[src/rtl/inv_ro_meas_ctrl.sv]
// Ring-oscillator measurement controller.
// Enables an external inv-cell ring oscillator, selects its chain tap, waits a fixed settle
// interval, then counts rising edges of the divided oscillator output over a programmable
// gate window and reports the count with a one-cycle done pulse.
//
// Ports:
//   ck        clock, all state on rising edge
//   rst       synchronous active-high reset
//   start     request a measurement (accepted only when idle)
//   abort     cancel a measurement in progress; beats start when idle
//   tap_sel   chain tap, captured on accepted start
//   gate_len  gate window length in ck cycles, captured on accepted start
//   ro_in     divided oscillator output, asynchronous to ck
//   ro_en     oscillator enable
//   ro_tap    registered tap select to the oscillator mux
//   busy      high whenever not idle
//   done      single-cycle completion pulse
//   count     edge count of the last or current measurement
//   ovf       count saturated during the last measurement
module inv_ro_meas_ctrl #(
    parameter int unsigned TAP_W      = 3,
    parameter int unsigned GATE_W     = 16,
    parameter int unsigned CNT_W      = 20,
    parameter int unsigned SETTLE_CYC = 8
) (
    input  logic              ck,
    input  logic              rst,
    input  logic              start,
    input  logic              abort,
    input  logic [TAP_W-1:0]  tap_sel,
    input  logic [GATE_W-1:0] gate_len,
    input  logic              ro_in,
    output logic              ro_en,
    output logic [TAP_W-1:0]  ro_tap,
    output logic              busy,
    output logic              done,
    output logic [CNT_W-1:0]  count,
    output logic              ovf
);

    localparam int unsigned SetW = (SETTLE_CYC > 1) ? $clog2(SETTLE_CYC + 1) : 1;
    localparam logic [SetW-1:0] SettleLoad = SetW'(SETTLE_CYC);

    typedef enum logic [1:0] {StIdle, StSettle, StGate, StDone} state_e;

    state_e             state_q, state_d;
    logic               s1_q, s2_q, s3_q;
    logic [TAP_W-1:0]   tap_q, tap_d;
    logic [GATE_W-1:0]  gate_len_q, gate_len_d;
    logic [GATE_W-1:0]  gate_q, gate_d;
    logic [SetW-1:0]    settle_q, settle_d;
    logic [CNT_W-1:0]   count_q, count_d;
    logic               ovf_q, ovf_d;
    logic               rise;

    // s1/s2 resynchronise ro_in; s3 is the history flop for edge detection.
    assign rise = s2_q & ~s3_q;

    always_comb begin
        state_d    = state_q;
        tap_d      = tap_q;
        gate_len_d = gate_len_q;
        gate_d     = gate_q;
        settle_d   = settle_q;
        count_d    = count_q;
        ovf_d      = ovf_q;
        unique case (state_q)
            StIdle: begin
                if (start && !abort) begin
                    tap_d      = tap_sel;
                    gate_len_d = gate_len;
                    count_d    = '0;
                    ovf_d      = 1'b0;
                    settle_d   = SettleLoad;
                    state_d    = StSettle;
                end
            end
            StSettle: begin
                settle_d = settle_q - SetW'(1);
                if (abort) begin
                    state_d = StIdle;
                end else if (settle_q == SetW'(1)) begin
                    if (gate_len_q == '0) begin
                        state_d = StDone;
                    end else begin
                        gate_d  = gate_len_q;
                        state_d = StGate;
                    end
                end
            end
            StGate: begin
                // Saturate rather than wrap so a too-fast oscillator is visible via ovf.
                if (rise) begin
                    if (&count_q) begin
                        ovf_d = 1'b1;
                    end else begin
                        count_d = count_q + CNT_W'(1);
                    end
                end
                gate_d = gate_q - GATE_W'(1);
                if (abort) begin
                    state_d = StIdle;
                end else if (gate_q == GATE_W'(1)) begin
                    state_d = StDone;
                end
            end
            StDone: begin
                state_d = StIdle;
            end
            default: begin
                state_d = StIdle;
            end
        endcase
    end

    always_ff @(posedge ck) begin
        if (rst) begin
            state_q    <= StIdle;
            s1_q       <= 1'b0;
            s2_q       <= 1'b0;
            s3_q       <= 1'b0;
            tap_q      <= '0;
            gate_len_q <= '0;
            gate_q     <= '0;
            settle_q   <= '0;
            count_q    <= '0;
            ovf_q      <= 1'b0;
        end else begin
            state_q    <= state_d;
            s1_q       <= ro_in;
            s2_q       <= s1_q;
            s3_q       <= s2_q;
            tap_q      <= tap_d;
            gate_len_q <= gate_len_d;
            gate_q     <= gate_d;
            settle_q   <= settle_d;
            count_q    <= count_d;
            ovf_q      <= ovf_d;
        end
    end

    assign ro_en  = (state_q == StSettle) || (state_q == StGate);
    assign busy   = (state_q != StIdle);
    assign done   = (state_q == StDone);
    assign ro_tap = tap_q;
    assign count  = count_q;
    assign ovf    = ovf_q;

endmodule

[config.mk]
export PLATFORM = sky130hd
export DESIGN_NAME = inv_ro_meas_ctrl
export DESIGN_NICKNAME = d
export VERILOG_FILES = /design/src/rtl/inv_ro_meas_ctrl.sv
export SDC_FILE = /design/constraint.sdc
export NUM_CORES = 1
export LEC_CHECK = 0
export CAP_MARGIN = 20
export CORE_MARGIN = 5
export CORE_UTILIZATION = 54
export CTS_CLUSTER_DIAMETER = 200
export CTS_CLUSTER_SIZE = 12
export DETAILED_ROUTE_END_ITERATION = 8
export HOLD_SLACK_MARGIN = 0.05
export PLACE_DENSITY = 0.78
export SYNTH_ARGS = -nofsm -noshare
export SYNTH_HDL_FRONTEND = slang
export SYNTH_SLANG_ARGS = --single-unit
[constraint.sdc]
create_clock -name ck -period 2.2 [get_ports ck]
set_input_delay 0.22 -clock ck [delete_from_list [all_inputs] [get_ports ck]]
set_output_delay 0.22 -clock ck [all_outputs]
set_load 0.01 [all_outputs]
# Word level (Yosys, flattened, before mapping)

Cells that the tools add are included.

$add $sub $neg: 3
Equal/unequal tests: 14
Mux-type cells: 21
Bitwise operators: 2
Reductions and logical operators: 16

Operators by type and width:

| cell                    | number |
|---|---|
| $mux W20                | 3 |
| $mux W16                | 3 |
| $pmux W20 S2            | 1 |
| $pmux W16 S2            | 1 |
| $add A20 B1 Y20 const B | 1 |
| $reduce_and A20 Y1      | 1 |
| $eq A16 B1 Y1 const B   | 1 |
| $logic_not A16 Y1       | 1 |
| $sub A16 B1 Y16 const B | 1 |
| $ne A2 B2 Y1 const B    | 7 |
| $reduce_and A4 Y1       | 3 |
| $mux W2                 | 5 |
| $pmux W2 S4             | 1 |
| $pmux W4 S2             | 1 |
| $reduce_bool A2 Y1      | 4 |
| $ne A3 B3 Y1 const B    | 2 |
| $eq A2 B2 Y1 const B    | 2 |
| $eq A4 B1 Y1 const B    | 1 |
| $mux W1                 | 4 |
| $mux W4                 | 1 |
| $reduce_and A2 Y1       | 2 |
| $sub A4 B1 Y4 const B   | 1 |
| $reduce_and A3 Y1       | 1 |
| $eq A2 B1 Y1 const B    | 1 |
| other kinds (7)         | 7 |

Register bits after elaboration: 65
Input bits: 24
Output and inout bits: 27

# Logic depth before layout (Yosys ltp)

Word-level depth: 5
Depth in mapped cells: 8
Depth with buffers taken out: 7

# Worst setup path after synthesis

Ideal clock, no wire load.

Kind: reg-to-reg
Start: reg count_q[0], in the netlist count[0]
End: reg count_q[1], in the netlist count[1]
Arrival time: 1857 ps
Setup slack: 211 ps
Stages on the path, launching flop included: 8
Buffers on the path: 1
Clock period less this slack: 1989 ps
Path through: dfxtp_1 ha_1 and3_1 nand4_1 o31ai_2 buf_2 or2_2 a21oi_1

Word-level cells in the longest chain between the ends: 4
Elaborated cells between the ends (all ways): 7
Those cells by class: add/sub: 1; eq/ne: 1; mux: 3; reduce/logical: 2

RTL lines:

| item                   | line | RTL |
|---|---|---|
| from (decl)            | 52   | `logic [CNT_W-1:0] count_q, count_d;` |
| from (signal assigned) | 137  | `count_q <= count_d;` |
| $add A20 B1 Y20        | 97   | `count_d = count_q + CNT_W'(1);` |
| $mux W20               | 94   | `if (&count_q) begin` |
| $mux W20               | 93   | `if (rise) begin` |
| $pmux W20 S2           | 67   | `unique case (state_q)` |

Several ways; a longest one is shown, not always the timed one. The select of a mux whose other input is x is not followed.
A chain may end at the register's enable or synchronous reset.

# Final worst setup path

Start: reg gate_q[0]
End: reg state_q[1]

Word-level cells in the longest chain between the ends: 3

RTL lines:

| item                               | line | RTL |
|---|---|---|
| from (decl)                        | 50   | `logic [GATE_W-1:0] gate_q, gate_d;` |
| from (signal assigned)             | 135  | `gate_q <= gate_d;` |
| $eq A16 B1 Y1                      | 103  | `end else if (gate_q == GATE_W'(1)) begin` |
| $ne A3 B3 Y1 (no source line)      | --   |  |
| $reduce_and A3 Y1 (no source line) | --   |  |
| to (signal assigned)               | 118  | `state_q <= StIdle;` |
| to (signal assigned)               | 129  | `state_q <= state_d;` |
| to (decl)                          | 46   | `state_e state_q, state_d;` |

No other way between the ends.

==> reports/results.tsv <==
stage	metric	value	unit
setup_path	worstSetupStartpointType	flop	
setup_path	crit_arrival	2.26	ns
setup_path	worstPathCellList	ha_1 -> or4b_2 -> o41ai_2 -> buf_4 -> a21oi_1 -> a21oi_2 -> o31ai_1	
power	power.total	2.61	mW
logic_synthesis	synth_compound_area_share	20.2	%
logic_synthesis	syn_nets	451	
cts	clock-sinks	65	
global_routing	grt-ovfl-total	0	
flow_run	cap_violations	0	
floorplanning	dieArea	7740	sq um
logic_synthesis	seq_area_frac_synth	39.6	%
sta	post-route-period-util	92.9	%
finish	diodes	0	
logic_synthesis	synth_xor_area_share	2.67	%
global_routing	antenna_found_initial	0	
detailed_routing	drc	0	
sta	setup_viol	0	
cts	cts_hold_buf	0	
logic_synthesis	muxShareOfSynthArea	1.30	%
floorplanning	die_w	88.0	um
logic_synthesis	synthArstFlopShare	0	%
logic_synthesis	synth_edf_count	0	
finish	drive_gt1_share	11.0	%
logic_synthesis	syn_area_per_cell	7.86	sq um
detailed_routing	drt-wirelength-per-cell	14.7	um
setup_path	path_class	reg -> reg	
finish	fin_cells	556	
logic_synthesis	synth-warning-count	0	
detailed_routing	drt-initial-drc-count	391	
logic_synthesis	ys_types	53	
setup_path	path_max_fanout	5	
placement	dp.cells	537	
cts	clk_latency	0.35	ns
global_routing	track_usage	22.2	%
sta	worst_pin_slew	0.514	ns
sta	period_minus_slack	2.04	ns
run_status	outcome	finished clean	
floorplanning	ioPinCount	51	
sta	slew_violations	0	
finish	area_growth_syn_to_layout	27.1	%
detailed_routing	postRouteAntennaNets	0	
sta	max_freq	0.489	GHz
setup_path	end_kind	flop	
power	vdd_drop_max	0.455	mV
logic_synthesis	synthSimpleGateAreaFrac	28.1	%
placement	io_buffers	50	
finish	postLayoutCoreUtil	70.5	%
global_routing	grt_max_degree	52	
finish	layout_commonest_cell	nand2_1	
setup_path	cp_slowest_cell	or4b_2	
logic_synthesis	synthAdderAreaFrac	3.43	%
sta	rsz0062_at_grt	false	
placement	place.gp.congestion	0.860	
logic_synthesis	synth-seq-cells	65	
detailed_routing	detail_route.vias_per_cell	5.82	
cts	clk_pin_slew	0.08	ns
cts	cts_buffers	9	
sta	hold_slack	0.415	ns
sta	hold_viol	0	
global_routing	grt_pass1_wl	13700	um
cts	h-tree-depth	3	
finish	final_cell_mix	nand2_1 (68), dfxtp_1 (65), a21oi_1 (51)	
power	pwr_density_cell	625	nW/um^2
floorplanning	rows	28	
finish	nets	509	
floorplanning	core_area	5920	sq um
detailed_routing	dr.pass1.iters	5	
detailed_routing	routed_wl	8160	um
sta	clock_skew	0.0128	ns
sta	setup_tns	0	ns
sta	max_slew_margin	65.8	%
logic_synthesis	netlist_area	3280	sq um
setup_path	required	2.41	ns
logic_synthesis	syn_inst	418	
setup_path	cp_slowest_stage_delay	0.62	ns
cts	cts_tree	built	
power	p_leak	1.48	nW
min_path	hold_path.class	in -> reg	
logic_synthesis	synth_top_family_by_area	simple AND/OR/NAND/NOR gates	
global_routing	grt_pass1_vias	2868	
floorplanning	dieHeight	88.0	um
cts	cts_max_path_buffers	2	
logic_synthesis	synth_ff_type	dfxtp_1	
floorplanning	initial_utilization	55.5	%
cts	ctsRootBufferMaster	clkbuf_8	
placement	hpwl	5540	um
detailed_routing	num_vias	3235	
[worst max-delay path: cells and delay by family, from the launching register on]
kind                     cells  cell delay (ns)
flip-flops                   1             0.40
AND/OR/NAND/NOR              1             0.62
buffers and inverters        1             0.18
AO/OA/AOI/OAI                4             0.56
adder cells (fa/ha/maj)      1             0.16
[cells in the mapped netlist (all sizes together) (3+ instances only)]
cell type	n	share of area, %
nor3	7	1.1
nor2b	8	1.5
nor4	9	1.7
or3	7	1.3
nand2	68	7.8
dfxtp	65	40
inv	14	1.6
o21ai	21	3.2
buf	6	0.84
a221oi	3	0.80
and3	5	0.95
nand3	12	1.8
a21oi	52	7.9
clkbuf	20	2.3
o32ai	3	0.80
a21o	4	0.91
xor2	9	2.4
nand2b	6	1.4
ha	9	3.4
and4	4	1.1
or4	9	2.1
o211ai	8	1.8
nor2	23	2.6
nand4	10	1.9
[per-stage QoR]
stage	worst slack (ns)	instance area [sq um]
2_1_floorplan	0.211	3280
3_3_place_gp	0.107	3930
3_5_place_dp	0.0853	3930
4_1_cts	0.0352	4130
5_1_grt	0.00857	4180
6_report	0.155	4180
[registers in the layout (all words and copies together), names as in the netlist, 2 cells and up]
signal / flops
count: 20
gate_len_q: 16
gate_q: 16
settle_q: 4
ro_tap: 3
state_q: 2
[kinds of logic (layout without fill, tap and decap cells)]
kind of cell             count (synthesis)  in the layout
AND/OR/NAND/NOR                        180            180
flip-flops                              65             65
buffers and inverters                   40            103
multiplexers                             4              4
XOR/XNOR                                10             10
adder cells (fa/ha/maj)                  9              9
AO/OA/AOI/OAI                          110            110
[layout make-up]
cell class,instances,area [sq um]
flip-flops and latches,65,1300
inverters,14,52.6
clock buffers,10,138
repair buffers,73,673
well taps,75,93.8
fillers,494,1750
clock inverters,6,67.6
multi-input cells,313,1850
[power by group]
group          internal [mW]  switching (mW)
Clock                  0.556           0.489
Sequential              1.21          0.0300
Combinational          0.151           0.173
[worst paths after layout]
kind                     from             to  slack, ns  depth (start not counted)
hold reg to reg          s1_q           s2_q       0.44                          1
setup reg to reg    gate_q[0]     state_q[1]       0.16                          7
setup / recovery    gate_q[0]     state_q[1]       0.16                          7
hold / removal    gate_len[1]  gate_len_q[1]       0.42                          3
[metal layers]
layer / vias up / global-route usage (%) / routed length [um]
li1: 1618 / - / -
met1: 1482 / 30.6 / 3720
met2: 122 / 34.0 / 3710
met3: 13 / 5.74 / 617
met4: 0 / 7.11 / 115
met5: - / 0 / 0
[repair_timing]
| action | CTS | global route |
|---|---|---|
| setup endpoints to repair | 0 | 13 |
| setup buffers | 0 | 3 |
| resized for setup | 0 | 5 |
(Power assumes the default switching activity.)
